### config.mk
export PLATFORM = sky130hd
export DESIGN_NAME = cdc_hs_arbiter
export DESIGN_NICKNAME = d
export VERILOG_FILES = /design/src/rtl/cdc_hs_arbiter.sv
export SDC_FILE = /design/constraint.sdc
export NUM_CORES = 1
export LEC_CHECK = 0
export ABC_AREA = 1
export BUFFER_PORTS_ARGS = -buffer_cell sky130_fd_sc_hd__buf_2
export CAP_MARGIN = 20
export CORE_AREA = 2 2 95 97
export DETAILED_ROUTE_END_ITERATION = 6
export DIE_AREA = 0 0 97 99
export PLACE_DENSITY_LB_ADDON = 0.05
export SYNTH_ARGS = -nofsm -noshare
export SYNTH_HDL_FRONTEND = slang
export SYNTH_SLANG_ARGS = --single-unit
### constraint.sdc
create_clock -name clk -period 2.2 [get_ports clk]
set_input_delay 0.22 -clock clk [delete_from_list [all_inputs] [get_ports clk]]
set_output_delay 0.22 -clock clk [all_outputs]
set_load 0.02 [all_outputs]
### src/rtl/cdc_hs_arbiter.sv
// Source-side controller for a shared 4-phase req/ack channel into another clock domain.
// Round-robin arbitrates NUM_REQ requesters, latches the winning word and id, holds them
// stable for the full handshake and aborts transfers whose ack never arrives.
module cdc_hs_arbiter #(
  parameter int unsigned NUM_REQ = 4,
  parameter int unsigned DATA_W  = 16,
  parameter int unsigned ID_W    = 2,
  parameter int unsigned TIMEOUT = 255,
  parameter int unsigned TO_W    = 8
) (
  input  logic                      clk,
  input  logic                      reset,
  input  logic [NUM_REQ-1:0]        req_valid,
  input  logic [NUM_REQ*DATA_W-1:0] req_data,
  output logic [NUM_REQ-1:0]        req_ready,
  output logic                      xfer_req,
  output logic [DATA_W-1:0]         xfer_data,
  output logic [ID_W-1:0]           xfer_id,
  input  logic                      xfer_ack,
  output logic                      busy,
  output logic                      timeout_err
);

  typedef enum logic [1:0] {StIdle, StReq, StRel} state_e;

  localparam bit              ToEn   = (TIMEOUT != 0);
  localparam logic [TO_W-1:0] ToLast = TO_W'((TIMEOUT == 0) ? 0 : TIMEOUT - 1);

  state_e              state_q, state_d;
  logic                xfer_req_q, xfer_req_d;
  logic [DATA_W-1:0]   xfer_data_q, xfer_data_d;
  logic [ID_W-1:0]     xfer_id_q, xfer_id_d;
  logic [ID_W-1:0]     last_grant_q, last_grant_d;
  logic [NUM_REQ-1:0]  req_ready_q, req_ready_d;
  logic                busy_q, busy_d;
  logic                timeout_err_q, timeout_err_d;
  logic [TO_W-1:0]     cnt_q, cnt_d;

  logic [ID_W-1:0]     grant;
  logic                grant_vld;
  int unsigned         idx;

  // Round-robin search starting just after the last granted requester.
  always_comb begin
    grant     = last_grant_q;
    grant_vld = 1'b0;
    idx       = 0;
    for (int unsigned i = 1; i <= NUM_REQ; i++) begin
      idx = (32'(last_grant_q) + i) % NUM_REQ;
      if (!grant_vld && req_valid[idx]) begin
        grant     = ID_W'(idx);
        grant_vld = 1'b1;
      end
    end
  end

  // Handshake FSM next-state; every output is computed here and registered below.
  always_comb begin
    state_d       = state_q;
    xfer_req_d    = xfer_req_q;
    xfer_data_d   = xfer_data_q;
    xfer_id_d     = xfer_id_q;
    last_grant_d  = last_grant_q;
    req_ready_d   = '0;
    busy_d        = busy_q;
    timeout_err_d = 1'b0;
    cnt_d         = cnt_q;
    unique case (state_q)
      StIdle: begin
        // A stale ack from the previous handshake must fall before a new req may rise.
        if (grant_vld && !xfer_ack) begin
          xfer_data_d  = req_data[32'(grant)*DATA_W +: DATA_W];
          xfer_id_d    = grant;
          last_grant_d = grant;
          xfer_req_d   = 1'b1;
          busy_d       = 1'b1;
          cnt_d        = '0;
          state_d      = StReq;
        end
      end
      StReq: begin
        cnt_d = cnt_q + 1'b1;
        // Ack takes priority over a timeout landing on the same cycle.
        if (xfer_ack) begin
          xfer_req_d  = 1'b0;
          req_ready_d = NUM_REQ'(1) << xfer_id_q;
          state_d     = StRel;
        end else if (ToEn && (cnt_q == ToLast)) begin
          xfer_req_d    = 1'b0;
          timeout_err_d = 1'b1;
          state_d       = StRel;
        end
      end
      StRel: begin
        xfer_req_d = 1'b0;
        if (!xfer_ack) begin
          busy_d  = 1'b0;
          state_d = StIdle;
        end
      end
      default: begin
        xfer_req_d = 1'b0;
        busy_d     = 1'b0;
        state_d    = StIdle;
      end
    endcase
  end

  // State and output registers with synchronous reset.
  always_ff @(posedge clk) begin
    if (reset) begin
      state_q       <= StIdle;
      xfer_req_q    <= 1'b0;
      xfer_data_q   <= '0;
      xfer_id_q     <= '0;
      last_grant_q  <= ID_W'(NUM_REQ - 1);
      req_ready_q   <= '0;
      busy_q        <= 1'b0;
      timeout_err_q <= 1'b0;
      cnt_q         <= '0;
    end else begin
      state_q       <= state_d;
      xfer_req_q    <= xfer_req_d;
      xfer_data_q   <= xfer_data_d;
      xfer_id_q     <= xfer_id_d;
      last_grant_q  <= last_grant_d;
      req_ready_q   <= req_ready_d;
      busy_q        <= busy_d;
      timeout_err_q <= timeout_err_d;
      cnt_q         <= cnt_d;
    end
  end

  assign xfer_req    = xfer_req_q;
  assign xfer_data   = xfer_data_q;
  assign xfer_id     = xfer_id_q;
  assign req_ready   = req_ready_q;
  assign busy        = busy_q;
  assign timeout_err = timeout_err_q;

endmodule

# Word level (Yosys, flattened, before mapping)
# Cells that the tools add are included.
classes:
  n_reduce_logical: 17
  n_lt_le_gt_ge: 4
  eq_ne: 6
  n_mux: 30
  bitwise_logic: 2
  add_sub_neg: 5
  n_shift: 2
ops:
  columns: ["op", "n"]
  rows:
  - ["variable part select 64 x 7 -> 16 bit", 1]
  - ["two-way mux 2 bit", 8]
  - ["case mux 8 bit (2 select lines)", 1]
  - ["two-way mux 1 bit", 13]
  - ["less-than comparator 2 x 3 -> 1 bit, second input constant", 4]
  - ["adder 8 x 1 -> 8 bit, second input constant", 1]
  - ["binary-select mux 1 bit (select 2 bit)", 4]
  - ["equality test 8 bit, second input constant", 1]
  - ["two-way mux 8 bit", 1]
  - ["case mux 2 bit (3 select lines)", 1]
  - ["AND reduction 2 bit", 3]
  - ["AND reduction 3 bit", 2]
  - ["OR reduction 3 bit", 2]
  - ["adder 2 x 1 -> 2 bit, second input constant", 2]
  - ["adder 2 bit, second input constant", 2]
  - ["logical AND 1 bit", 4]
  - ["logical NOT 1 bit", 4]
  - ["inequality test 2 bit, second input constant", 2]
  - ["<< shifter 1 x 2 -> 4 bit, first input constant", 1]
  - ["inequality test 3 bit, second input constant", 1]
  - ["case mux 1 bit (3 select lines)", 1]
  - ["equality test 2 x 1 -> 1 bit, second input constant", 1]
  - ["equality test 2 bit, second input constant", 1]
  - ["logical NOT 2 bit", 1]
  - ["3 further kinds", 4]
totals:
  elab_cells: 75
  ff_bits: 37
  inputBits: 71
  output_inout_bits: 25

# Longest topological paths before layout
# Gate-level depths: netlist of run 1.
depth:
  depth_word: 16
  depth_mapped: 16

# Least setup slack after synthesis of run 1
# No wires, ideal clock.
synth_timing:
  kind: "reg-to-reg"
  startpoint: "register last_grant_q[0]"
  endpoint: "register xfer_data_q[1] (netlist: xfer_data[1])"
  arrival_ns: 1.447
  stages_incl_launch_ff: 17
  t_required_ns: 2.068
  setup_time_ns: 0.132
  setup_slack_ns: 0.620
  period_less_slack_ns: 1.580
  path_buffers: 2
  path_cell_list: "dfxtp_1 > buf_6 > inv_6 > nand2_1 > nand2_1 > nand2_1 > nand2_1 > nand2_2 > nand2_1 > nand2_1 > nand2_2 > nand2_4 > inv_4 > buf_6 > nand2_1 > nand3_1 > a21oi_1"
synth_via:
  elab_chain_cells: 15
  word_cells_on_any_way: 29
synth_rtl:
  columns: ["item", "line_no", "rtl"]
  rows:
  - ["from (decl)", "33", "logic [ID_W-1:0] last_grant_q, last_grant_d;"]
  - ["from (signal assigned)", "116", "last_grant_q <= ID_W'(NUM_REQ - 1);"]
  - ["from (signal assigned)", "126", "last_grant_q <= last_grant_d;"]
  - ["parallel branches: the longest is 15 deep, another holds adder 2 x 1 -> 2 bit", null, null]
  - ["to (signal assigned)", "124", "xfer_data_q <= xfer_data_d;"]
  - ["to (decl)", "31", "logic [DATA_W-1:0] xfer_data_q, xfer_data_d;"]
# Several ways; the timed one is not identified. The select of a mux whose other input is x is not followed.
# A chain may end at the register's enable or synchronous reset.

# Worst setup path after layout of run 1
layout_timing:
  startpoint: "register last_grant_q[1]"
  endpoint: "register xfer_data_q[4] (netlist: xfer_data[4])"
# The elaborated chain is that of the path after synthesis.

==> results.md, run 1 <==
- Top-area cell type share of the netlist area: 30.7%
- Row cnt: 34
- Num CTS Buffers: 5
- Largest net degree at the start of global routing: 34
- Final #Nets: 550
- Max Cap Violations: 0
- Starting Density: between 20 and 30%
- Top post-synthesis cells by count: nand3_1 (112), nand2_1 (88), inv_1 (45), dfxtp_1 (37), a21oi_1 (31)
- H-tree depth: 2
- Sw power: ~1.4 mW
- Syn_nets: ~460
- Area of the core: between 0.008 and 0.009 mm2
- RSZ-0062 raised after global routing: false
- R2R Path Start: last_grant_q[1]$_SDFFE_PP1P_
- Resized Gates After CTS: 0
- Post-CTS setup buffers: 0
- Sequential share of the synthesized area: a little under a third
- Commonest register cell after synthesis: dfxtp_1
- Req. time, crit path: 2360 ps
- GRT Total Usage: 16.7%
- Critical path endpoint category: flip-flop
- Hold endpoint: timeout_err$_SDFF_PP0_
- Total grt overflow: 0
- Reg clk slew, reported paths: around 80 ps
- Die extent in x: 97 um
- Place WS: 232 ps
- Worst path max stage delay: 370 ps
- I/O pin count: 96
- Final HPWL DP: 5820 um
- N_diodes: 0
- Worst hold path startpoint: xfer_ack
- Placed cell areas: a little under 0.003 mm2
- Mapped Area: 0.00241 mm2
- # clock sinks: 37
- WS Path Type: flip-flop to flip-flop
- Sequential share of power: 27.7%
- Synth Area per Inst: slightly above 6 um2
- Post-synth EDFFs: 0
- Clk pwr share: about a fifth
- Status: completed
- Area leader, netlist: dfxtp_1
- Flop2flop setup slack: between 300 and 400 ps
- WL/cell: about 13 um
- Cell Pwr Density: 1010 mW/mm2
- Aggregate negative setup slack: 0 ps
- Tmin final: 1880 ps
- Antenna-violating nets left: 0
- Final hold slack: 147 ps
- PortBufs: 95
- Hold/Removal Path Class: input pin to flip-flop
- Worst path most repeated cell: nand2_1
- Root Driver: clkbuf_8
- Final GP Congestion: 0.827
- Final setup skew: 6.50 ps
- Most frequent cell after synthesis: nand3_1
- Final Cell Area: 0.00311 mm2
- Post-placement cell count: 578
- Ys Warns: 0
- Leakage: 1.61 nW
- Final Hold Viols: 0
- Critical Path AT: 2050 ps
- Endpoints failing setup: 0
- Die area: ~0.0096 mm2
- Slowest-stage cell, CP: dfxtp_1
- Reg2Reg Capture Point: xfer_data[4]$_SDFFE_PP0P_
- Sw Ratio: between 40% and 50%
- Bufs on Longest Clock Path: 2
- DRC errors left: 0
- Startpoint Class: flip-flop
- Synthesis-to-finish area growth: 28.8%
- Layout Cells excl Fill: 586
- Filler Cell Count: 959
- Wire length of the first global-routing pass: 13,200 um
- CP max FO: 32
- Worst reg2reg path depth: 13
- Initial antenna violation count: 0
- Post-route setup slack: ~320 ps
- Fin. max-slew vios: 0
- Top post-synthesis cells by area: dfxtp_1 (31%), nand3_1 (23%), nand2_1 (14%)
- DRT Wirelength: 7790 um
- Post-synthesis cell count: 388
- Fin crit share: 85.6%
- Skew-Pair Late Insertion Delay: between 200 and 300 ps
- Layout cell share with drive strength beyond 1: roughly 28%
- 1st-iter DRT viols: between 100 and 150
- # hold bufs at CTS: 0
- Async SR Flop Fraction: 0%
- Comb power frac: between 50% and 60%
- Pwr Total: 3.12 mW
- Hold Path Stages: 2
- Worst ir drop on vdd: 515 uV
- Vias in the first global route: around 2,800
- Die height: 99 um
- Routed vias: 2,824
- Slew headroom: roughly 73%
- Worst-Margin Slew: around 400 ps
- TritonCTS clock tree: built
- Cell-internal power: 1.72 mW
- Fmax: between 500 and 600 MHz
- 1st-pass router iterations: 4
- Register bit total from synthesis: 37
- Critical-path cell list: inv_2 -> nand2_1 -> nand2_1 -> nand2_1 -> nand2_1 -> nand2_2 -> nand3_2 -> buf_4 -> nand3_1 -> nand2_1 -> nand2_1 -> nand3_1 -> a21oi_1
- Synth cell types: 30
- Final core area utilization: 36.3%
- Vias per cell: about 4.8
power by group through the flow:
stage	Sequential, mW	Combinational [mW]	Clock [mW]
final	0.864	1.64	0.622
after global placement	0.878	1.65	0
after global routing	0.882	1.85	0.673
after floorplan	0.967	1.12	0
after CTS	0.862	1.66	0.646
after detailed placement	0.877	1.66	0
cells by family (layout without fill, tap and decap cells):
family	count (synthesis)	in the layout	synth area share [%]
DFF	37	37	30.7
and+or+nand+nor	230	230	44.2
buffers and inverters	73	163	13.8
adders and majority gates	2	2	1.04
AOI/OAI and AO/OA	46	46	10.2
cells in the final DEF (no fill, tap or decap), drive strengths merged:
cell,n
ha,2
nand3,114
o311ai,1
nand4,2
inv,50
or2,1
nor2,11
o211ai,2
clkinvlp,1
o21bai,1
nand3b,1
o22ai,2
nand2,97
a21oi,31
buf,105
bufinv,1
dfxtp,37
o21ai,8
nor3,3
o21a,1
nor4,1
clkbuf,6
layer usage:
metal / GRT usage [%] / wire, um / vias to the layer above / share of wire, %
met5: 0 / 0 / - / 0
met4: 4.88 / 104 / 0 / 1.3
met3: 4.11 / 470 / 8 / 6.0
met2: 28.5 / 3680 / 92 / 47
met1: 21.0 / 3540 / 1271 / 45
li1: - / - / 1453 / -
layout make-up:
type	instances	area, um2	area share (%)
Sequential cell	37	742	23.9
Clock inverter	2	37.5	1.21
Clock buffer	6	82.6	2.66
Tap cell	108	135	4.35
Multi-Input combinational cell	278	1340	43.1
Inverter	50	195	6.29
Timing Repair Buffer	105	576	18.5
worst max-delay path by stage:
stage	from	slack, ps	endpoint
floorplan	last_grant_q[0]$_SDFFE_PP1P_	620	xfer_data[1]$_SDFFE_PP0P_
global placement	last_grant_q[0]$_SDFFE_PP1P_	280	xfer_data[5]$_SDFFE_PP0P_
detailed placement	last_grant_q[0]$_SDFFE_PP1P_	230	xfer_data[7]$_SDFFE_PP0P_
CTS	last_grant_q[0]$_SDFFE_PP1P_	210	xfer_data[6]$_SDFFE_PP0P_
finish	last_grant_q[1]$_SDFFE_PP1P_	320	xfer_data[4]$_SDFFE_PP0P_
global route	last_grant_q[1]$_SDFFE_PP1P_	110	xfer_data[0]$_SDFFE_PP0P_
state kept, by name (all words and copies together) (netlist names):
register and flops:
busy 1, cnt_q 8, last_grant_q 2, req_ready 4
state_q 2, timeout_err 1, xfer_data 16, xfer_id 2
xfer_req 1
worst max-delay path: cells and delay by family, from the launching register on:
family | cells | cell delay (ps)
AOI/OAI and AO/OA | 1 | 60
buffers and inverters | 2 | 460
and+or+nand+nor | 10 | 870
DFF | 1 | 370
(Power assumes the default switching activity.)
==> inputs of run 2 (changes only) <==
--- a/config.mk
+++ b/config.mk
@@ -8,10 +8,11 @@
 export ABC_AREA = 1
 export BUFFER_PORTS_ARGS = -buffer_cell sky130_fd_sc_hd__buf_2
 export CAP_MARGIN = 20
-export CORE_AREA = 2 2 95 97
+export CORE_AREA = 2 2 105 87
 export DETAILED_ROUTE_END_ITERATION = 6
-export DIE_AREA = 0 0 97 99
+export DIE_AREA = 0 0 107 89
 export PLACE_DENSITY_LB_ADDON = 0.05
+export SKIP_CTS_REPAIR_TIMING = 1
 export SYNTH_ARGS = -nofsm -noshare
 export SYNTH_HDL_FRONTEND = slang
 export SYNTH_SLANG_ARGS = --single-unit
==> run 2 against run 1 <==
- first-iteration DRC count down 39%
- worst setup slack better by 3.2 ps
- critical path depth up 1
- design area down 0.97%
- fmax up 0.17%
- routed wire length down 2.8%
- sequential share of layout area up 0.23 points
- critical endpoint is now xfer_data[3]$_SDFFE_PP0P_
- largest power group unchanged
==> results.md, run 2 (synthesis gave the netlist of run 1 again) <==
- Die height: between 80 and 90 um
- Num CTS Buffers: 5
- Clk pwr share: roughly 16%
- Leakage: about 1.6 nW
- Die extent in x: 107 um
- Endpoints failing setup: 0
- Post-route setup slack: 319 ps
- Worst ir drop on vdd: 342 uV
- Sequential share of power: 29.5%
- Sw Ratio: 46.7%
- Final Hold Viols: 0
- Final GP Congestion: 0.794
- Synthesis-to-finish area growth: 27.6%
- R2R Path Start: last_grant_q[0]$_SDFFE_PP1P_
- Root Driver: clkbuf_8
- Vias in the first global route: ~2,800
- Skew-Pair Late Insertion Delay: between 200 and 300 ps
- Layout cell share with drive strength beyond 1: between 20% and 30%
- TritonCTS clock tree: built
- I/O pin count: 96
- WS Path Type: flip-flop to flip-flop
- Comb power frac: 54.6%
- Routed vias: 2,809
- Fmax: 532 MHz
- Die area: 0.00952 mm2
- Critical-path cell list: inv_6 -> nand2_1 -> nand2_1 -> nand2_1 -> nand2_1 -> nand2_2 -> nand2_1 -> nand2_1 -> nand2_2 -> nand2_4 -> inv_4 -> nand2_1 -> nand3_1 -> a21oi_1
- Slew headroom: 71.8%
- Critical Path AT: 2100 ps
- Commonest non-fill, non-tap cell in the layout: nand3_1
- Largest net degree at the start of global routing: 33
- Reg clk slew, reported paths: 80 ps
- DRT Wirelength: between 7000 and 8000 um
- Final HPWL DP: ~6000 um
- # clock sinks: 37
- Slowest-stage cell, CP: dfxtp_2
- DRC errors left: 0
- WL/cell: 12.9 um
- N_diodes: 0
- PortBufs: 95
- Area of the core: 0.00837 mm2
- Largest register FFs: 16
- Worst path max stage delay: 480 ps
- Final setup skew: 4.81 ps
- Worst path most repeated cell: nand2_1
- Antenna-violating nets left: 0
- Vias per cell: 4.79
- Hold/Removal Path Class: input pin to flip-flop
- Initial antenna violation count: 0
- Place WS: 193 ps
- Aggregate negative setup slack: 0 ps
- 1st-iter DRT viols: 90
- Sw power: 1.38 mW
- Starting Density: 28.8%
- Bufs on Longest Clock Path: 2
- Worst-Margin Slew: 419 ps
- Final core area utilization: approximately 37%
- CP max FO: 17
- Row cnt: 30
- Worst hold path startpoint: xfer_ack
- Total grt overflow: 0
- Setup crit start: last_grant_q[0]$_SDFFE_PP1P_
- Fin. max-slew vios: 0
- Cell Pwr Density: between 900 and 1000 mW/mm2
- RSZ-0062 raised after global routing: false
- Max Cap Violations: 0
- Tmin final: between 1500 and 2000 ps
- Critical path endpoint category: flip-flop
- Wire length of the first global-routing pass: roughly 13,000 um
- Fin crit share: 85.5%
- Final #Nets: between 500 and 600
- Req. time, crit path: around 2400 ps
- 1st-pass router iterations: 4
- Status: completed
- H-tree depth: 2
- Most frequent cells in the layout: nand3_1 (112), buf_2 (95), nand2_1 (88)
- GRT Total Usage: 16.9%
- Cell-internal power: ~1.6 mW
- Startpoint Class: flip-flop
## run 2: cell types whose count changed in the layout (fill, tap and decap cells not counted)
cell	before	now
clkbuf_1	0	1
buf_4	8	3
bufinv_16	1	0
clkinvlp_4	1	0
clkbuf_8	6	5
buf_12	2	4
clkinv_2	0	2
## run 2: per-stage QoR
stage / hold WS (ps) / area [um2] / power (mW) / cells
6_report: 155 / 3080 / 2.95 / 587
3_3_place_gp: 454 / 2990 / 2.52 / 579
3_5_place_dp: 456 / 2990 / 2.52 / 579
5_1_grt: 160 / 3080 / 3.24 / 587
4_1_cts: 147 / 3070 / 2.99 / 587
2_1_floorplan: 299 / 2410 / 2.09 / 388
## run 2: per-layer routing
metal | wire length, um | global-route usage [%]
met5 | 0 | 0
met4 | 83 | 4.25
met3 | 416 | 3.64
met2 | 3340 | 27.9
met1 | 3730 | 22.8
## run 2: worst paths after layout
path,end,slack [ps],cells after the start
worst max-delay path,xfer_data[3]$_SDFFE_PP0P_,320,14
worst min-delay path,timeout_err$_SDFF_PP0_,160,2
worst max register to register,xfer_data[3]$_SDFFE_PP0P_,320,14
worst min register to register,xfer_data[8]$_SDFFE_PP0P_,470,2
## run 2: power by group through the flow
stage	clock network [mW]	registers [mW]	logic [mW]
5_1_grt	0.507	0.887	1.85
3_5_place_dp	0	0.887	1.63
2_1_floorplan	0	0.967	1.12
6_report	0.467	0.872	1.61
4_1_cts	0.480	0.873	1.64
3_3_place_gp	0	0.892	1.63
## run 2: critical path: cells and delay by family (launching register included)
family | cells | cell delay [ps]
buf+inv | 2 | 210
simple gates | 11 | 960
flops | 1 | 480
compound gates | 1 | 150
## run 2: layout make-up
type / instances / area (um2)
multi-input combinational: 278 / 1340
fill: 948 / 5300
sequential: 37 / 742
clock inverter: 2 / 10.0
clock buffer: 6 / 72.6
tap: 112 / 140
timing repair buffer: 102 / 578
inverter: 50 / 195
